## config.mk

```make
export PLATFORM = sky130hd
export DESIGN_NAME = instr_encoder
export DESIGN_NICKNAME = d
export VERILOG_FILES = /design/src/rtl/instr_encoder.sv
export SDC_FILE = /design/constraint.sdc
export NUM_CORES = 1
export LEC_CHECK = 0
export CORE_ASPECT_RATIO = 0.8
export CORE_MARGIN = 2
export CORE_UTILIZATION = 31
export DETAILED_ROUTE_END_ITERATION = 8
export PLACE_DENSITY = 0.65
export SETUP_SLACK_MARGIN = 0.05
export SYNTH_ARGS = -nofsm -noshare
export SYNTH_HDL_FRONTEND = slang
export SYNTH_SLANG_ARGS = --single-unit
```

## constraint.sdc

```tcl
create_clock -name Clk -period 3 [get_ports Clk]
set_input_delay 0.9 -clock Clk [delete_from_list [all_inputs] [get_ports Clk]]
set_output_delay 0.9 -clock Clk [all_outputs]
set_load 0.05 [all_outputs]
```

## src/rtl/instr_encoder.sv

```systemverilog
// Packs symbolic instructions into 9-bit machine words and writes them to instruction memory from address 0,
// terminating each program with the all-ones Ack word. Define ENC_STRICT_EN to reject nonzero excess operand bits.
module instr_encoder #(
    parameter int ADDR_W = 10
) (
    input  logic              Clk,
    input  logic              Reset,
    input  logic              Start,
    input  logic              InValid,
    output logic              InReady,
    input  logic [3:0]        InClass,
    input  logic [5:0]        InOpnd,
    output logic              WrEn,
    output logic [ADDR_W-1:0] WrAddr,
    output logic [8:0]        WrData,
    output logic              Done,
    output logic              Error,
    output logic [ADDR_W:0]   WordCount
);

    typedef enum logic [2:0] {
        IDLE,
        LOAD,
        FINISH,
        DONE,
        ERR
    } state_t;

    localparam logic [ADDR_W-1:0] LAST_ADDR = '1;

    state_t            state_q, state_d;
    logic [ADDR_W-1:0] addr_q, addr_d;
    logic              wr_en_q, wr_en_d;
    logic [ADDR_W-1:0] wr_addr_q, wr_addr_d;
    logic [8:0]        wr_data_q, wr_data_d;
    logic              done_q, done_d;
    logic              error_q, error_d;
    logic [ADDR_W:0]   count_q, count_d;

    logic [8:0] enc_word;
    logic       enc_illegal;
    logic       enc_is_end;
    logic       strict_bad;
    logic       overflow;
    logic       reject;

    always_comb begin
        enc_word    = '0;
        enc_illegal = 1'b0;
        enc_is_end  = 1'b0;
        case (InClass)
            4'd0, 4'd1, 4'd2, 4'd3, 4'd4, 4'd5, 4'd6:
                enc_word = {InClass[2:0], InOpnd};
            4'd7: enc_word = {5'b11100, InOpnd[3:0]};
            4'd8: enc_word = {5'b11101, InOpnd[3:0]};
            4'd9: begin
                enc_word    = {4'b1111, InOpnd[4:0]};
                enc_illegal = &InOpnd[4:0];
            end
            4'd10: begin
                enc_word   = 9'h1FF;
                enc_is_end = 1'b1;
            end
            default: enc_illegal = 1'b1;
        endcase
    end

`ifdef ENC_STRICT_EN
    always_comb begin
        strict_bad = 1'b0;
        case (InClass)
            4'd7, 4'd8: strict_bad = |InOpnd[5:4];
            4'd9:       strict_bad = InOpnd[5];
            4'd10:      strict_bad = |InOpnd;
            default:    strict_bad = 1'b0;
        endcase
    end
`else
    assign strict_bad = 1'b0;
`endif

    // The last slot is reserved for Ack, so only END may land there.
    assign overflow = !enc_is_end && (addr_q == LAST_ADDR);
    assign reject   = enc_illegal || strict_bad || overflow;

    always_comb begin
        state_d   = state_q;
        addr_d    = addr_q;
        wr_en_d   = 1'b0;
        wr_addr_d = wr_addr_q;
        wr_data_d = wr_data_q;
        done_d    = done_q;
        error_d   = error_q;
        count_d   = count_q;
        if (Start) begin
            state_d = LOAD;
            addr_d  = '0;
            done_d  = 1'b0;
            error_d = 1'b0;
            count_d = '0;
        end else begin
            case (state_q)
                LOAD: begin
                    if (InValid) begin
                        if (reject) begin
                            state_d = ERR;
                            error_d = 1'b1;
                        end else begin
                            wr_en_d   = 1'b1;
                            wr_addr_d = addr_q;
                            wr_data_d = enc_word;
                            count_d   = count_q + (ADDR_W+1)'(1);
                            if (enc_is_end) begin
                                state_d = FINISH;
                            end else begin
                                addr_d = addr_q + ADDR_W'(1);
                            end
                        end
                    end
                end
                FINISH: begin
                    state_d = DONE;
                    done_d  = 1'b1;
                end
                default: state_d = state_q;
            endcase
        end
    end

    always_ff @(posedge Clk) begin
        if (Reset) begin
            state_q   <= IDLE;
            addr_q    <= '0;
            wr_en_q   <= 1'b0;
            wr_addr_q <= '0;
            wr_data_q <= '0;
            done_q    <= 1'b0;
            error_q   <= 1'b0;
            count_q   <= '0;
        end else begin
            state_q   <= state_d;
            addr_q    <= addr_d;
            wr_en_q   <= wr_en_d;
            wr_addr_q <= wr_addr_d;
            wr_data_q <= wr_data_d;
            done_q    <= done_d;
            error_q   <= error_d;
            count_q   <= count_d;
        end
    end

    // A write already registered when Reset arrives is suppressed rather than allowed to reach memory.
    assign WrEn      = wr_en_q && !Reset;
    assign InReady   = (state_q == LOAD) && !Start;
    assign WrAddr    = wr_addr_q;
    assign WrData    = wr_data_q;
    assign Done      = done_q;
    assign Error     = error_q;
    assign WordCount = count_q;

endmodule

```

Word-level counts from Yosys, hierarchy flattened
Index checks and enable logic that the tools add are counted.
W data, S select, Z words.
{"block": "word_totals", "regBits": 46, "input_bits": 14, "out_inout_bits": 34, "word_cells": 63}
{"block": "classes", "add_sub_neg": 2, "n_eq_ne": 17, "muxes": 9, "n_bitwise": 5, "n_reduce_logical": 21}
{"cell": "$pmux W9 S5", "count": 1}
{"cell": "$eq A4 B3 Y1 const B", "count": 4}
{"cell": "$eq A4 B4 Y1 const B", "count": 3}
{"cell": "$reduce_and A3 Y1", "count": 4}
{"cell": "$add A11 B1 Y11 const B", "count": 1}
{"cell": "$add A10 B1 Y10 const B", "count": 1}
{"cell": "$eq A10 B10 Y1 const B", "count": 1}
{"cell": "$reduce_or A10 Y1", "count": 1}
{"cell": "$mux W3", "count": 3}
{"cell": "$eq A4 B2 Y1 const B", "count": 2}
{"cell": "$reduce_and A4 Y1", "count": 2}
{"cell": "$reduce_or A7 Y1", "count": 1}
{"cell": "$ne A3 B3 Y1 const B", "count": 2}
{"cell": "$pmux W3 S2", "count": 1}
{"cell": "$not A1 Y1", "count": 5}
{"cell": "$reduce_and A5 Y1", "count": 1}
{"cell": "$eq A4 B1 Y1 const B", "count": 1}
{"cell": "$logic_not A4 Y1", "count": 1}
{"cell": "$ne A4 B4 Y1 const B", "count": 1}
{"cell": "$reduce_or A4 Y1", "count": 1}
{"cell": "$eq A3 B1 Y1 const B", "count": 1}
{"cell": "$eq A3 B2 Y1 const B", "count": 1}
{"cell": "$logic_and A1 B1 Y1", "count": 3}
{"cell": "$logic_not A1 Y1", "count": 3}
{"cell": "7 further kinds", "count": 9}

Depth between registers and ports, before layout
Gate-level depths: netlist (run 1).
{"block": "depth", "ltp_word": 9, "ltp_mapped": 8, "ltp_nobuf": 6}

Least setup slack after synthesis (run 1)
OpenSTA, ideal clock, no wires.
{"block": "synth_path", "path_type": "input-to-output", "start": "input Start", "end": "output InReady", "t_arrival_ps": 2543, "required_time_ps": 2100, "path_slack_ps": -443, "cell_stages": 1, "path_buffers": 0, "path_cell_list": "nor4b_1"}
{"block": "synth_via", "elab_chain_cells": 2}
{"element": "from (decl)", "line": "8", "rtl": "input logic Start,"}
{"element": "$logic_not A1 Y1", "line": "154", "rtl": "assign InReady = (state_q == LOAD) && !Start;"}
{"element": "$logic_and A1 B1 Y1", "line": "154"}
{"element": "to (decl)", "line": "10", "rtl": "output logic InReady,"}
Every way passes these cells.

Worst setup path after layout (run 1)
Same ends and word-level chain as after synthesis.

==> results_dict.tcl, run 1 <==
set metrics [dict create \
    outcome "completed" \
    ys.flop_type "sky130_fd_sc_hd__dfxtp_1" \
    synth_async_sr_flop_share 0 \
    arrival_ns 1.86 \
    die_width_um 96.4 \
    final.period_utilization 0.919 \
    grt_antenna_before_repair 0 \
    finalPower_mw 1.20 \
    p_leak_nw 0.976 \
    drt_iter0_drc 104 \
    switchingPower_mw 0.275 \
    critical_path_buf_inv_count 2 \
    first_pass_iters 4 \
    clkTransAtPathRegs_ns 0.08 \
    detailedPlace.worstSlack_ns -0.0983 \
    max-slew-margin-rel 0.653 \
    postSynthRegisterBits 46 \
    timing_worst_setup_path_type "input port to output port" \
    post_synthesis_cell_type_count 43 \
    r2r_slack_ns 0.92 \
    site_rows 26 \
    utilization 0.448 \
    crit_path_max_fanout 2 \
    placedInstanceArea_um2 2800 \
    detail_route.drc_violations 0 \
    post_drt_wl_per_cell_um 13.5 \
    hold_violations 0 \
    worst_path_largest_cell_delay_ns 0.44 \
    global_route_wire_length_before_repair_mm 8.64 \
    post_synth_instance_area_um2 2120 \
    syn-num-nets 256 \
    cts_root_buf "sky130_fd_sc_hd__clkbuf_8" \
    place.gp.congestion 0.777 \
    number_of_buffers_created_by_cts 5 \
    vdd.ir_drop.worst_uv 277 \
    rr_startpoint "addr_q[0]" \
    share_seq_of_total_power 0.518 \
    number_of_levels_in_the_clock_h_tree 2 \
    synthesis.instances 240 \
    power.internal_mw 0.920 \
    rsz0062_at_grt "false" \
    worstSetupStartpoint "Start" \
    initial_utilization 0.325 \
    seq_area_frac_synth 0.435 \
    synth-edff-count 0 \
    numClockSinks 46 \
    die-height_um 77.9 \
    hold_path_depth 2 \
    synth.avg_cell_area_um2 8.82 \
    fmax_mhz 363 \
    place_hpwl_mm 3.82 \
    grt_max_degree 24 \
    grt_util_all_layers 0.145 \
    power_density_nw_per_um2 411 \
    design.core.area_um2 6510 \
    critical_path.slowest_cell "sky130_fd_sc_hd__clkdlybuf4s50_1" \
    total_congestion_overflow 0 \
    p_clk_frac 0.378 \
    worst_setup_path_start_kind "input port" \
    routed_via_density 5.05 \
    io_buffers 47 \
    timing.critical_path.cells "clkdlybuf4s50_1 -> nor4b_2 -> buf_12" \
    timing_worst_slew_pin_value_ns 0.518 \
    timing.critical_path.to_type "output port" \
    sw_frac_of_total 0.230 \
    setup_failing_eps_final 0 \
    cts_tree "done" \
    timing.clock.skew_ns 0.00422 \
    fin_nets 317 \
    cts_max_path_buffers 2 \
    drive_gt1_frac 0.126 \
    layout-area-overhead-vs-synth_pct 37.6 \
    finish.instance_area_um2 2910 \
    design.die.area_um2 7510 \
    ys_warn_count 0 \
    hp-start "Done" \
    grt_pass1_vias 1760 \
    cpLargestDelayFamily "buffers and inverters" \
    antenna_left 0 \
    timing.hold.worst_endpoint "Done" \
    cp_data_required_time_ns 2.10 \
    dr_total_vias 1948 \
    antenna_cells 0 \
    finalMaxSlewViolations 0 \
    finalWirelength_mm 5.23 \
    clk-insertion-delay-late_ns 0.29 \
    io-pin-count 48 \
    r2r-end "WordCount[10]" \
    reg2reg_depth 6 \
    finalCriticalPeriod_ns 2.76 \
    min_path_type "register to register" \
    setup_slack_ns 0.244 \
    power.share.combinational 0.104 \
    setup_tns_ns 0 \
    drv.max_cap_violation_count 0 \
]
[cell usage in the layout (no fill, tap or decap), types with 5 or more instances in the layout]
cell type | netlist | layout
sky130_fd_sc_hd__dfxtp_1 | 46 | 46
sky130_fd_sc_hd__clkdlybuf4s50_1 | 0 | 45
sky130_fd_sc_hd__nor2_1 | 34 | 34
sky130_fd_sc_hd__a21oi_1 | 20 | 20
sky130_fd_sc_hd__buf_4 | 1 | 20
sky130_fd_sc_hd__nand2_1 | 14 | 14
sky130_fd_sc_hd__o21ai_0 | 12 | 12
sky130_fd_sc_hd__mux2i_1 | 11 | 11
sky130_fd_sc_hd__nand3_1 | 9 | 9
sky130_fd_sc_hd__nand2b_1 | 8 | 8
sky130_fd_sc_hd__o211ai_1 | 8 | 8
sky130_fd_sc_hd__o31ai_1 | 7 | 7
sky130_fd_sc_hd__or4_1 | 7 | 7
sky130_fd_sc_hd__xnor2_1 | 6 | 6
sky130_fd_sc_hd__clkbuf_8 | 0 | 5
[power groups by stage]
stage | clock network [mW] | registers (mW) | logic (mW)
finish | 0.453 | 0.619 | 0.124
global route | 0.493 | 0.620 | 0.134
CTS | 0.468 | 0.619 | 0.124
detailed placement | 0 | 0.634 | 0.124
global placement | 0 | 0.633 | 0.123
floorplan | 0 | 0.644 | 0.0550
[worst max path at each step]
stage / cells past startpoint / end / slack, ns
2_1_floorplan: 1 / InReady / 0.28
3_3_place_gp: 7 / WordCount[10] / -0.03
3_5_place_dp: 7 / WordCount[10] / -0.1
4_1_cts: 7 / WordCount[10] / 0.20
5_1_grt: 7 / WordCount[10] / 0.14
6_report: 3 / InReady / 0.24
[cell type report]
cell class / count / area, um^2
flip-flops and latches: 46 / 921
clock inverters: 1 / 30.0
clock buffers: 7 / 76.3
well taps: 84 / 105
fillers: 649 / 3590
multi-input cells: 178 / 1130
inverters: 3 / 11.3
repair buffers: 67 / 641
[synthesized netlist by cell type, types with 2 or more instances]
cell / n / area [um^2]
sky130_fd_sc_hd__a211oi_1: 2 / 15.0
sky130_fd_sc_hd__a21oi_1: 20 / 100
sky130_fd_sc_hd__a31o_2: 2 / 17.5
sky130_fd_sc_hd__and2_1: 3 / 18.8
sky130_fd_sc_hd__and3_1: 2 / 12.5
sky130_fd_sc_hd__and4_1: 2 / 17.5
sky130_fd_sc_hd__buf_6: 2 / 22.5
sky130_fd_sc_hd__clkbuf_1: 9 / 33.8
sky130_fd_sc_hd__dfxtp_1: 46 / 921
sky130_fd_sc_hd__ha_1: 2 / 25.0
sky130_fd_sc_hd__inv_1: 3 / 11.3
sky130_fd_sc_hd__mux2i_1: 11 / 110
sky130_fd_sc_hd__nand2_1: 14 / 52.6
sky130_fd_sc_hd__nand2b_1: 8 / 50.1
sky130_fd_sc_hd__nand3_1: 9 / 45.0
sky130_fd_sc_hd__nand4_1: 4 / 25.0
sky130_fd_sc_hd__nor2_1: 34 / 128
sky130_fd_sc_hd__nor3_1: 3 / 15.0
sky130_fd_sc_hd__nor4b_1: 2 / 17.5
sky130_fd_sc_hd__o211ai_1: 8 / 60.1
sky130_fd_sc_hd__o21ai_0: 12 / 60.1
sky130_fd_sc_hd__o31ai_1: 7 / 52.6
sky130_fd_sc_hd__or2b_1: 2 / 15.0
sky130_fd_sc_hd__or3_1: 3 / 18.8
sky130_fd_sc_hd__or4_1: 7 / 52.6
sky130_fd_sc_hd__xnor2_1: 6 / 52.6
[state kept, by name, summed over array words and instances, names as in the netlist]
name and cells:
WordCount 11, WrAddr 10, addr_q 10, WrData 9, state_q 3, Done 1
Error 1, wr_en_q 1
[what timing repair did]
action,CTS,global route
setup endpoints to repair,0,1
setup buffers,0,0
hold buffers,0,0
resized for setup,0,1
[routing by layer]
layer,vias to the layer above,share of wire,GRT usage
met5,-,0,0
met4,0,0.013,0.0338
met3,9,0.065,0.0456
met2,47,0.41,0.206
met1,904,0.51,0.213
li1,988,-,-
[tightest hold or removal path, delay by kind of cell (launching register included)]
family           cells  cell delay [ns]
flip-flops           1             0.33
AND/OR/NAND/NOR      2             0.11
[logic make-up after synthesis]
family / share of synthesized area
buffers and inverters: 0.0378
AO/OA/AOI/OAI: 0.162
flip-flops: 0.435
adder cells (fa/ha/maj): 0.0118
AND/OR/NAND/NOR: 0.272
multiplexers: 0.0520
XOR/XNOR: 0.0290
[through the flow]
stage,std cells,hold slack [ns]
3_5_place_dp,378,0.460
6_report,386,0.472
4_1_cts,386,0.482
3_3_place_gp,378,0.457
2_1_floorplan,240,0.460
5_1_grt,386,0.512
Note: power is estimated with default switching activity, not from simulation.
==> inputs of run 2 (changes only) <==
--- a/config.mk
+++ b/config.mk
@@ -5,6 +5,8 @@
 export SDC_FILE = /design/constraint.sdc
 export NUM_CORES = 1
 export LEC_CHECK = 0
+export ABC_CLOCK_PERIOD_IN_PS = 3000
+export CAP_MARGIN = 20
 export CORE_ASPECT_RATIO = 0.8
 export CORE_MARGIN = 2
 export CORE_UTILIZATION = 31
==> results of run 2 <==
Final layout, timing and power as in run 1 (identical DEF).
